--- config.mk ---
export PLATFORM = sky130hd
export DESIGN_NAME = mem_stream_reader_flat
export DESIGN_NICKNAME = d
export VERILOG_FILES = /design/src/rtl/mem_stream_reader_if.sv /design/src/rtl/mem_stream_reader.sv /design/src/flat_wrapper.sv
export SDC_FILE = /design/constraint.sdc
export NUM_CORES = 1
export LEC_CHECK = 0
export ABC_AREA = 1
export CAP_MARGIN = 20
export CORE_UTILIZATION = 30
export DETAILED_ROUTE_END_ITERATION = 8
export PLACE_DENSITY = 0.51
export SKIP_CTS_REPAIR_TIMING = 1
export SYNTH_ARGS = -nofsm -noshare
export SYNTH_HDL_FRONTEND = slang
export SYNTH_SLANG_ARGS = --single-unit
--- constraint.sdc ---
create_clock -name mem_clk -period 3.7 [get_ports mem_clk]
set_clock_uncertainty 0.2 [all_clocks]
set_input_delay 0.74 -clock mem_clk [delete_from_list [all_inputs] [get_ports mem_clk]]
set_output_delay 0.74 -clock mem_clk [all_outputs]
set_load 0.02 [all_outputs]
--- src/rtl/mem_stream_reader_if.sv ---
// AXI-Stream style beat bundle carrying read data from the reader to the input buffer.
interface mem_stream_reader_if #(
  parameter int DATA_W = 32
);
  logic [DATA_W-1:0] tdata;
  logic              tvalid;
  logic              tready;
  logic              tlast;

  modport master (output tdata, output tvalid, output tlast, input tready);
  modport slave  (input tdata, input tvalid, input tlast, output tready);
endinterface

--- src/rtl/mem_stream_reader.sv ---
// Command-driven word reader: issues in-order memory reads and streams the returned data
// out as one burst, credit-limited against its own FIFO and throttled by buff_prog_full.
module mem_stream_reader #(
  parameter int ADDR_W          = 32,
  parameter int BUFF_WORD       = 32,
  parameter int LEN_W           = 16,
  parameter int RD_LATENCY      = 2,
  parameter int MAX_OUTSTANDING = 4
) (
  input  logic                 mem_clk,
  input  logic                 rst,
  input  logic                 cmd_valid,
  output logic                 cmd_ready,
  input  logic [ADDR_W-1:0]    cmd_addr,
  input  logic [LEN_W-1:0]     cmd_len,
  output logic                 mem_rd_en,
  output logic [ADDR_W-1:0]    mem_rd_addr,
  input  logic [BUFF_WORD-1:0] mem_rd_data,
  input  logic                 buff_prog_full,
  mem_stream_reader_if.master  m_axis,
  output logic                 busy,
  output logic                 done
);

  localparam int CNT_W = $clog2(MAX_OUTSTANDING + 1);
  localparam int PTR_W = $clog2(MAX_OUTSTANDING);

  typedef enum logic [1:0] {IDLE, RUN, DRAIN} state_t;

  state_t                 state_q, state_d;
  logic [ADDR_W-1:0]      addr_q, addr_d;
  logic [LEN_W-1:0]       remain_q, remain_d;
  logic [CNT_W-1:0]       credits_q, credits_d;
  logic [RD_LATENCY-1:0]  vld_pipe_q, vld_pipe_d;
  logic [RD_LATENCY-1:0]  last_pipe_q, last_pipe_d;
  logic [BUFF_WORD-1:0]   fifo_data_q [MAX_OUTSTANDING];
  logic [BUFF_WORD-1:0]   fifo_data_d [MAX_OUTSTANDING];
  logic [MAX_OUTSTANDING-1:0] fifo_last_q, fifo_last_d;
  logic [PTR_W-1:0]       wr_ptr_q, wr_ptr_d;
  logic [PTR_W-1:0]       rd_ptr_q, rd_ptr_d;
  logic [CNT_W-1:0]       count_q, count_d;

  logic issue;
  logic push;
  logic pop;
  logic drain_done;

  function automatic logic [PTR_W-1:0] ptr_inc(input logic [PTR_W-1:0] p);
    return (p == PTR_W'(MAX_OUTSTANDING - 1)) ? '0 : p + PTR_W'(1);
  endfunction

  // A read may only go out while a FIFO slot is reserved for its return.
  assign issue = !rst && (state_q == RUN) && (remain_q != '0) && !buff_prog_full &&
                 (credits_q < CNT_W'(MAX_OUTSTANDING));
  assign push = vld_pipe_q[RD_LATENCY-1];
  assign pop  = (count_q != '0) && m_axis.tready;
  assign drain_done = (state_q == DRAIN) && (vld_pipe_q == '0) && (count_q == '0);

  assign cmd_ready     = (state_q == IDLE) && !rst;
  assign busy          = (state_q != IDLE);
  assign done          = drain_done && !rst;
  assign mem_rd_en     = issue;
  assign mem_rd_addr   = addr_q;
  assign m_axis.tvalid = (count_q != '0);
  assign m_axis.tdata  = fifo_data_q[rd_ptr_q];
  assign m_axis.tlast  = fifo_last_q[rd_ptr_q] && (count_q != '0);

  always_comb begin
    state_d  = state_q;
    addr_d   = addr_q;
    remain_d = remain_q;
    unique case (state_q)
      IDLE: begin
        if (cmd_valid) begin
          addr_d   = cmd_addr;
          remain_d = cmd_len;
          state_d  = (cmd_len == '0) ? DRAIN : RUN;
        end
      end
      RUN: begin
        if (issue) begin
          addr_d   = addr_q + ADDR_W'(1);
          remain_d = remain_q - LEN_W'(1);
          if (remain_q == LEN_W'(1)) state_d = DRAIN;
        end
      end
      DRAIN: begin
        if (drain_done) state_d = IDLE;
      end
      default: state_d = IDLE;
    endcase
  end

  // Return tagging, FIFO bookkeeping and credit accounting.
  always_comb begin
    vld_pipe_d     = '0;
    last_pipe_d    = '0;
    vld_pipe_d[0]  = issue;
    last_pipe_d[0] = issue && (remain_q == LEN_W'(1));
    for (int i = 1; i < RD_LATENCY; i++) begin
      vld_pipe_d[i]  = vld_pipe_q[i-1];
      last_pipe_d[i] = last_pipe_q[i-1];
    end

    fifo_data_d = fifo_data_q;
    fifo_last_d = fifo_last_q;
    wr_ptr_d    = wr_ptr_q;
    rd_ptr_d    = rd_ptr_q;
    if (push) begin
      fifo_data_d[wr_ptr_q] = mem_rd_data;
      fifo_last_d[wr_ptr_q] = last_pipe_q[RD_LATENCY-1];
      wr_ptr_d              = ptr_inc(wr_ptr_q);
    end
    if (pop) rd_ptr_d = ptr_inc(rd_ptr_q);

    count_d = count_q;
    case ({push, pop})
      2'b10:   count_d = count_q + CNT_W'(1);
      2'b01:   count_d = count_q - CNT_W'(1);
      default: count_d = count_q;
    endcase

    credits_d = credits_q;
    case ({issue, pop})
      2'b10:   credits_d = credits_q + CNT_W'(1);
      2'b01:   credits_d = credits_q - CNT_W'(1);
      default: credits_d = credits_q;
    endcase
  end

  always_ff @(posedge mem_clk) begin
    if (rst) begin
      state_q     <= IDLE;
      addr_q      <= '0;
      remain_q    <= '0;
      credits_q   <= '0;
      vld_pipe_q  <= '0;
      last_pipe_q <= '0;
      for (int i = 0; i < MAX_OUTSTANDING; i++) fifo_data_q[i] <= '0;
      fifo_last_q <= '0;
      wr_ptr_q    <= '0;
      rd_ptr_q    <= '0;
      count_q     <= '0;
    end else begin
      state_q     <= state_d;
      addr_q      <= addr_d;
      remain_q    <= remain_d;
      credits_q   <= credits_d;
      vld_pipe_q  <= vld_pipe_d;
      last_pipe_q <= last_pipe_d;
      fifo_data_q <= fifo_data_d;
      fifo_last_q <= fifo_last_d;
      wr_ptr_q    <= wr_ptr_d;
      rd_ptr_q    <= rd_ptr_d;
      count_q     <= count_d;
    end
  end

endmodule

--- src/flat_wrapper.sv ---
// flat-port wrapper written by rule: the top's interface ports become plain ports
module mem_stream_reader_flat 
#(
  parameter int ADDR_W          = 32,
  parameter int BUFF_WORD       = 32,
  parameter int LEN_W           = 16,
  parameter int RD_LATENCY      = 2,
  parameter int MAX_OUTSTANDING = 4
)
  (mem_clk, rst, cmd_valid, cmd_ready, cmd_addr, cmd_len, mem_rd_en, mem_rd_addr, mem_rd_data, buff_prog_full, busy, done, m_axis_tdata, m_axis_tvalid, m_axis_tlast, m_axis_tready);
  mem_stream_reader_if #(.DATA_W(BUFF_WORD)) m_axis_i ();
  input  logic mem_clk;
  input  logic rst;
  input  logic cmd_valid;
  output logic cmd_ready;
  input  logic [ADDR_W-1:0] cmd_addr;
  input  logic [LEN_W-1:0] cmd_len;
  output logic mem_rd_en;
  output logic [ADDR_W-1:0] mem_rd_addr;
  input  logic [BUFF_WORD-1:0] mem_rd_data;
  input  logic buff_prog_full;
  output logic busy;
  output logic done;
  output wire logic [$bits(m_axis_i.tdata)-1:0] m_axis_tdata;
  output wire logic [$bits(m_axis_i.tvalid)-1:0] m_axis_tvalid;
  output wire logic [$bits(m_axis_i.tlast)-1:0] m_axis_tlast;
  input wire logic [$bits(m_axis_i.tready)-1:0] m_axis_tready;
  assign m_axis_tdata = m_axis_i.tdata;
  assign m_axis_tvalid = m_axis_i.tvalid;
  assign m_axis_tlast = m_axis_i.tlast;
  assign m_axis_i.tready = m_axis_tready;
  mem_stream_reader #(.ADDR_W(ADDR_W), .BUFF_WORD(BUFF_WORD), .LEN_W(LEN_W), .RD_LATENCY(RD_LATENCY), .MAX_OUTSTANDING(MAX_OUTSTANDING)) u_core (.mem_clk(mem_clk), .rst(rst), .cmd_valid(cmd_valid), .cmd_ready(cmd_ready), .cmd_addr(cmd_addr), .cmd_len(cmd_len), .mem_rd_en(mem_rd_en), .mem_rd_addr(mem_rd_addr), .mem_rd_data(mem_rd_data), .buff_prog_full(buff_prog_full), .m_axis(m_axis_i), .busy(busy), .done(done));
endmodule
==> results of run 1 <==
-- where the power goes --
part,internal [mW],switching [mW]
clock network,1.24,0.927
logic,1.21,1.87
registers,2.40,0.381
-- path summary, 6_finish.rpt --
kind / cells past startpoint / startpoint / endpoint / slack [ps]
worst max-delay path: 4 / u_core.rd_ptr_q[0] / m_axis_tdata[29] / 240
worst min-delay path: 2 / u_core.last_pipe_q[0] / u_core.last_pipe_q[1] / 200
worst max register to register: 13 / u_core.remain_q[0] / u_core.credits_q[2] / 1020
worst min register to register: 2 / u_core.last_pipe_q[0] / u_core.last_pipe_q[1] / 200
-- cells by family after synthesis --
kind of cell,Yosys count,share of synthesized area
AOI/OAI and AO/OA,352,0.190
buffers and inverters,156,0.0631
xor gates and xnor gates,5,0.00452
adders and majority gates,12,0.0170
DFF,196,0.405
and+or+nand+nor,788,0.321
-- layer usage --
layer,GRT usage,vias up
met5,0,-
met4,0.0488,0
met3,0.0339,17
met2,0.326,217
met1,0.259,4557
li1,-,5109
-- cell type report --
class                      instances  area share
clock buffer                      17      0.0346
clock inverter                    15      0.0211
timing repair buffer             178       0.143
tap                              402      0.0409
multi-input combinational       1157       0.419
sequential                       196       0.319
inverter                          72      0.0221
-- state kept, by name, summed over array words and instances (netlist names) --
register and cells:
u_core.fifo_data_q 128, u_core.mem_rd_addr 32, u_core.remain_q 16, u_core.fifo_last_q 4, u_core.count_q 3, u_core.credits_q 3
u_core.last_pipe_q 2, u_core.rd_ptr_q 2, u_core.state_q 2, u_core.vld_pipe_q 2, u_core.wr_ptr_q 2
-- Yosys cell counts (6+ instances only) --
master	instances	area (µm²)
nor2_1	486	1820
o21ai_1	10	50.1
dfxtp_1	196	3920
nand3_1	45	225
o21ai_0	251	1260
buf_2	6	30.0
nand3b_1	8	60.1
buf_1	14	52.6
inv_1	69	259
nand2_1	226	848
nor3_1	8	40.0
nand4_1	6	37.5
o22ai_1	33	206
ha_1	10	125
clkbuf_1	60	225
a21oi_1	48	240
-- cell usage in the layout, fill, tap and decap left out, types with 10 or more instances in the layout --
cell type	count
nor2_1	486
o21ai_0	251
nand2_1	226
dfxtp_1	195
clkdlybuf4s50_1	154
inv_1	67
a21oi_1	48
nand3_1	45
o22ai_1	33
buf_4	21
clkbuf_16	17
o21ai_1	10
ha_1	10
-- critical path, stage by stage (launching register included) --
cell and delay [ps]:
dfxtp_2 340, buf_4 590, o21ai_0 170, o22ai_1 280
clkdlybuf4s50_1 670
-- per-stage QoR --
| stage | hold WS [ps] | total power, mW | cells | utilization | worst slack [ps] |
|---|---|---|---|---|---|
| 6_report | 204 | 8.02 | 2037 | 0.389 | 236 |
| 5_1_grt | 231 | 8.59 | 2037 | 0.389 | 62.0 |
| 4_1_cts | 202 | 8.10 | 2037 | 0.389 | 189 |
| 3_5_place_dp | 202 | 5.90 | 2005 | 0.367 | 327 |
| 3_3_place_gp | 203 | 5.89 | 2005 | 0.367 | 312 |
| 2_1_floorplan | 188 | 4.72 | 1509 | - | 1050 |
==> impl_metrics.tcl, run 1 <==
set metrics [dict create \
    syn_area_um2 9700 \
    finalCriticalPeriod_ps 3460 \
    yosys_warnings 0 \
    regArea_um2 3930 \
    setup_viol 0 \
    fill_cells 3421 \
    worstSetupStartpointType "flop" \
    antenna_found_initial 0 \
    die_h_um 182 \
    final_cell_area_um2 12300 \
    detail_route.wl_per_cell_um 15.4 \
    drive_gt1_frac 0.0440 \
    ir_drop_mv 0.439 \
    clockBufferDepth 2 \
    post-route-drc-count 0 \
    cts_tree "built" \
    syn_nets 1606 \
    finalSetupTns_ps 0 \
    root_buffer "clkbuf_16" \
    end_kind "primary output" \
    pin_count 155 \
    multi_input_area_um2 5160 \
    drv_cap 0 \
    routed_wl_um 31400 \
    grt_first_pass_wirelength_um 51000 \
    period_share 0.936 \
    max_freq_mhz 289 \
    postPlaceCellArea_um2 11600 \
    hold_class "reg -> reg" \
    crit_arrival_ps 2520 \
    netlist_instances 1509 \
    drt_iter0_markers 675 \
    async_flop_share 0 \
    critPathKind "reg -> out" \
    ys_seq_area_frac 0.405 \
    wl_met2_um 14500 \
    final-max-slew-violation-count 0 \
    cts_sinks 196 \
    insertion_delay_ps 450 \
    num_antenna_cells 0 \
    ant_nets 0 \
    area_growth_pct 26.9 \
    rows 65 \
    dpl.hpwl_um 19800 \
    m1WireLength_um 15200 \
    h-tree-depth 4 \
    route.met3.wl_um 1510 \
    vias 9900 \
    hold_violations 0 \
    cp_max_fo 68 \
    status "finished clean" \
    tightest_slew_ps 931 \
    syn_avg_cell_area_um2 6.43 \
    routabilityCongestion 0.828 \
    io_buffers 154 \
    yosysUniqueCellTypes 35 \
    leakage_nw 4.68 \
    cellPowerDensity_nw_per_um2 652 \
    timing.slew.headroom 0.379 \
    die_area_um2 33000 \
    ys_ff_latch 196 \
    die_w_um 182 \
    grt_pass1_vias 9410 \
    cts.clk_slew.worst_paths_ps 80 \
    required_ps 2760 \
    first_pass_iters 5 \
    grt-ovfl-total 0 \
    top_layer "met4" \
    cts_buffers 17 \
    grt_util_all_layers 0.195 \
    initial_core_util 0.306 \
    avgViaCountPerCell 4.86 \
    nets 1719 \
    synth_enable_flop_cells 0 \
    rsz0062_at_grt "no" \
    synth_flop_cell "dfxtp_1" \
    grt_max_degree 102 \
    design.core.area_um2 31600 \
]
No activity file was read; power rests on OpenSTA's default activity.
==> inputs of run 2 (changes only) <==
--- a/config.mk
+++ b/config.mk
@@ -11,2 +11,3 @@
 export DETAILED_ROUTE_END_ITERATION = 8
+export HOLD_SLACK_MARGIN = 0.1
 export PLACE_DENSITY = 0.51
==> constraint.sdc (replaced) <==
create_clock -name mem_clk -period 3.7 [get_ports mem_clk]
set_clock_uncertainty 0.2 [all_clocks]
set_input_delay 0.925 -clock mem_clk [delete_from_list [all_inputs] [get_ports mem_clk]]
set_output_delay 0.925 -clock mem_clk [all_outputs]
set_load 0.02 [all_outputs]
==> impl_metrics.tcl, run 2 (synthesis gave the netlist of run 1 again) <==
set metrics [dict create \
    status "finished clean" \
    end_kind "primary output" \
    rsz0062_at_grt "no" \
    worstReg2RegEnd "u_core.credits_q[2]" \
    detail_route.wl_per_cell_um 15.6 \
    grt_pass1_vias 9472 \
    h-tree-depth 4 \
    rrSetupSlack_ps 880 \
    routed_wl_um 31800 \
    largest_register_ffs 128 \
    insertion_delay_ps 440 \
    num_antenna_cells 0 \
    initial_core_util 0.306 \
    routabilityCongestion 0.795 \
    r2r-start "u_core.remain_q[0]" \
    hold_class "reg -> reg" \
    nets 1722 \
    hold_violations 0 \
    max_freq_mhz 276 \
    clockBufferDepth 2 \
    area_growth_pct 25.8 \
    grt_max_degree 95 \
    drive_gt1_frac 0.0446 \
    final_common_cell "nor2_1" \
    ff2ff_path_depth 14 \
    cts_buffers 17 \
    avgViaCountPerCell 4.91 \
    finalCriticalPeriod_ps 3630 \
    die_area_um2 33000 \
    postPlaceCellArea_um2 11600 \
    regArea_um2 3930 \
    fin_hold_ws_ps 208 \
    antenna_found_initial 0 \
    drt_iter0_markers 675 \
    cts_tree "built" \
    pin_count 155 \
    timing.slew.headroom 0.364 \
    regMostFlops "u_core.fifo_data_q" \
    hp-start "u_core.last_pipe_q[0]" \
    grt_util_all_layers 0.195 \
    whs_path_depth 2 \
    tightest_slew_ps 954 \
    cts_sinks 196 \
    die_w_um 182 \
    finalSetupTns_ps 0 \
    ant_nets 0 \
    grt-ovfl-total 0 \
    ir_drop_mv 0.412 \
    post-route-drc-count 0 \
    multi_input_area_um2 5160 \
    fill_cells 3425 \
    cts.clk_slew.worst_paths_ps 80 \
    period_share 0.980 \
    crit_arrival_ps 2500 \
    design.core.area_um2 31600 \
    worstSetupStartpointType "primary input" \
    root_buffer "clkbuf_16" \
    critPathKind "in -> out" \
    dpl.hpwl_um 20300 \
    total_power_mw 7.69 \
    final_cell_area_um2 12200 \
    first_pass_iters 5 \
    rows 65 \
    leakage_nw 4.64 \
    drv_cap 0 \
    cp_max_fo 2 \
    final-max-slew-violation-count 0 \
    final_cell_mix "486 x nor2_1, 251 x o21ai_0, 226 x nand2_1, 195 x dfxtp_1, 154 x clkdlybuf4s50_1" \
    hold_end "u_core.last_pipe_q[1]" \
    cellPowerDensity_nw_per_um2 630 \
    setup_viol 0 \
    grt_first_pass_wirelength_um 51000 \
    fin_util 0.386 \
    die_h_um 182 \
    io_buffers 154 \
    required_ps 2570 \
    vias 10007 \
]
## run 2: cell types whose count changed in the layout (fill, tap and decap cells not counted)
cell and delta:
buf_4 +3, bufinv_16 -5, clkbuf_1 +2, clkbuf_8 +1
clkinv_2 +1, clkinv_4 +1, clkinvlp_4 +1, inv_12 -1
## run 2: worst max-delay path, cell delays in order
cell and delay (ps):
clkdlybuf4s50_1 500, clkinv_2 100, nand2_1 80, nor2_4 130, nand2_4 50, inv_1 90
clkdlybuf4s50_1 610
## run 2: cell type report
cell class / count / share of cell area
Clock buffer: 20 / 0.0366
Clock inverter: 12 / 0.00933
Inverter: 72 / 0.0223
Multi-Input combinational cell: 1157 / 0.423
Sequential cell: 196 / 0.322
Tap cell: 402 / 0.0412
Timing Repair Buffer: 181 / 0.146
## run 2: metrics by stage
step | worst slack [ps] | instances
3_3_place_gp | 62.1 | 2008
4_1_cts | 61.9 | 2040
3_5_place_dp | 64.2 | 2008
5_1_grt | 34.9 | 2040
2_1_floorplan | 866 | 1509
6_report | 74.1 | 2040
## run 2: worst max-delay path by stage
stage              startpoint             endpoint  slack (ps)  depth (start not counted)
2_1_floorplan             rst  u_core.credits_q[2]         870                         12
3_3_place_gp              rst            mem_rd_en          60                          7
3_5_place_dp   buff_prog_full            mem_rd_en          60                          7
4_1_cts        buff_prog_full            mem_rd_en          60                          7
5_1_grt        buff_prog_full            mem_rd_en          30                          7
6_report                  rst            mem_rd_en          70                          7
## run 2: report_power, final
part	internal (mW)	total [mW]	switching, mW
clock	0.906	1.81	0.909
combinational	1.20	3.09	1.88
sequential	2.40	2.79	0.391
total	4.51	7.69	3.18
## run 2: per-layer routing
| layer | global-route usage | wire, µm | up-vias |
|---|---|---|---|
| met1 | 0.260 | 15400 | 4642 |
| met5 | 0 | 0 | - |
| met3 | 0.0361 | 1480 | 24 |
| met4 | 0.0525 | 384 | 0 |
| li1 | - | - | 5115 |
| met2 | 0.322 | 14500 | 226 |
==> inputs of run 3 (changes only) <==
ABC_CLOCK_PERIOD_IN_PS = 3700   (was unset)
CORE_UTILIZATION = 58   (was 30)
PLACE_DENSITY = 0.86   (was 0.51)
==> impl_metrics.tcl, run 3 (synthesis gave the netlist of run 1 again) <==
set metrics [dict create \
    status "finished clean" \
    root_buffer "clkbuf_16" \
    finalCriticalPeriod_ps 3590 \
    end_kind "primary output" \
    cellPowerDensity_nw_per_um2 641 \
    pin_count 155 \
    max_freq_mhz 279 \
    fin_hold_ws_ps 207 \
    cts_sinks 196 \
    avgViaCountPerCell 5.55 \
    detail_route.wl_per_cell_um 14.6 \
    ir_drop_mv 0.414 \
    leakage_nw 4.64 \
    worstSetupStartpointType "primary input" \
    intPower_mw 4.63 \
    routabilityCongestion 0.920 \
    grt_pass1_vias 9176 \
    cts.clk_slew.worst_paths_ps 70 \
    final_common_cell "nor2_1" \
    io_buffers 154 \
    rows 46 \
    grt-ovfl-total 0 \
    finalSetupTns_ps 0 \
    p_comb_frac 0.394 \
    initial_core_util 0.602 \
    insertion_delay_ps 440 \
    critPathKind "in -> out" \
    post-route-drc-count 0 \
    setup_viol 0 \
    p_switching_mw 3.05 \
    cts_buffers 17 \
    final-max-slew-violation-count 0 \
    pre_cts_ws_ps 128 \
    tightest_slew_ps 817 \
    grt_util_all_layers 0.310 \
    period_share 0.970 \
    hold_class "reg -> reg" \
    area_growth_pct 23.5 \
    postPlaceCellArea_um2 11400 \
    grt_max_degree 103 \
    switching_share 0.397 \
    fin_util 0.743 \
    grt_first_pass_wirelength_um 43800 \
    die_w_um 131 \
    design.core.area_um2 16100 \
    die_area_um2 17200 \
    ant_nets 0 \
    drt_iter0_markers 833 \
    rsz0062_at_grt "no" \
    vias 10278 \
    whs_path_depth 2 \
    ff2ff_path_depth 13 \
    antenna_found_initial 1 \
    required_ps 2570 \
    crit_arrival_ps 2460 \
    clkPwrFrac 0.246 \
    drv_cap 0 \
    timing.slew.headroom 0.456 \
    dpl.hpwl_um 17100 \
    final_cell_area_um2 12000 \
    die_h_um 131 \
    cp_max_fo 7 \
    seqPwrFrac 0.361 \
    routed_wl_um 27100 \
    cts_tree "built" \
    fill_cells 1309 \
    first_pass_iters 5 \
    timing.final.ws_setup_ps 112 \
    final_cell_mix "486 x nor2_1, 251 x o21ai_0, 226 x nand2_1, 195 x dfxtp_1, 154 x clkdlybuf4s50_1" \
    clockBufferDepth 2 \
    regMostFlops "u_core.fifo_data_q" \
    nets 1719 \
    largest_register_ffs 128 \
    hold_violations 0 \
    drive_gt1_frac 0.0428 \
    h-tree-depth 4 \
]
==> run 3: changes by cell type in the layout (fill, tap and decap cells not counted), sizes merged <==
cell	delta
bufinv	+2
inv	+1
clkinvlp	+1
clkinv	-4
diode	+1
buf	-3
==> run 3: worst paths after layout <==
| kind | startpoint | to | slack [ps] |
|---|---|---|---|
| max reg2reg | u_core.remain_q[0] | u_core.credits_q[2] | 1000 |
| max | rst | mem_rd_en | 110 |
| min reg2reg | u_core.last_pipe_q[0] | u_core.last_pipe_q[1] | 210 |
| min | u_core.last_pipe_q[0] | u_core.last_pipe_q[1] | 210 |
==> run 3: power by group through the flow <==
stage | sequential (mW) | combinational [mW] | clock (mW)
floorplan | 2.88 | 1.84 | 0
global placement | 2.79 | 2.93 | 0
detailed placement | 2.79 | 2.98 | 0
CTS | 2.75 | 3.00 | 1.89
global route | 2.81 | 3.33 | 1.99
finish | 2.77 | 3.02 | 1.89
==> run 3: cell type report <==
class | instances | area (µm²) | area share
clock buffer | 20 | 457 | 0.0381
antenna | 1 | 2.50 | 0.000209
timing repair buffer | 178 | 1750 | 0.146
sequential | 196 | 3930 | 0.328
multi-input combinational | 1157 | 5160 | 0.431
tap | 216 | 270 | 0.0226
inverter | 72 | 272 | 0.0227
clock inverter | 12 | 143 | 0.0119
==> run 3: worst max-delay path, stage by stage <==
cell and delay [ps]:
clkdlybuf4s50_1 500, clkinv_2 80, nand2_1 80, nor2_4 130
nand2_4 90, inv_1 60, clkdlybuf4s50_1 590
==> run 3: per-layer routing <==
metal | track usage | vias up | wire [µm]
met5 | 0 | - | 0
met4 | 0.125 | 0 | 725
met3 | 0.0556 | 60 | 2200
met2 | 0.520 | 449 | 12900
met1 | 0.392 | 4657 | 11300
li1 | - | 5112 | -
==> run 3: metrics by stage <==
| step | std cells | power, mW |
|---|---|---|
| 3_3_place_gp | 1819 | 5.72 |
| 5_1_grt | 1852 | 8.13 |
| 4_1_cts | 1851 | 7.65 |
| 3_5_place_dp | 1819 | 5.77 |
| 2_1_floorplan | 1509 | 4.72 |
| 6_report | 1852 | 7.68 |
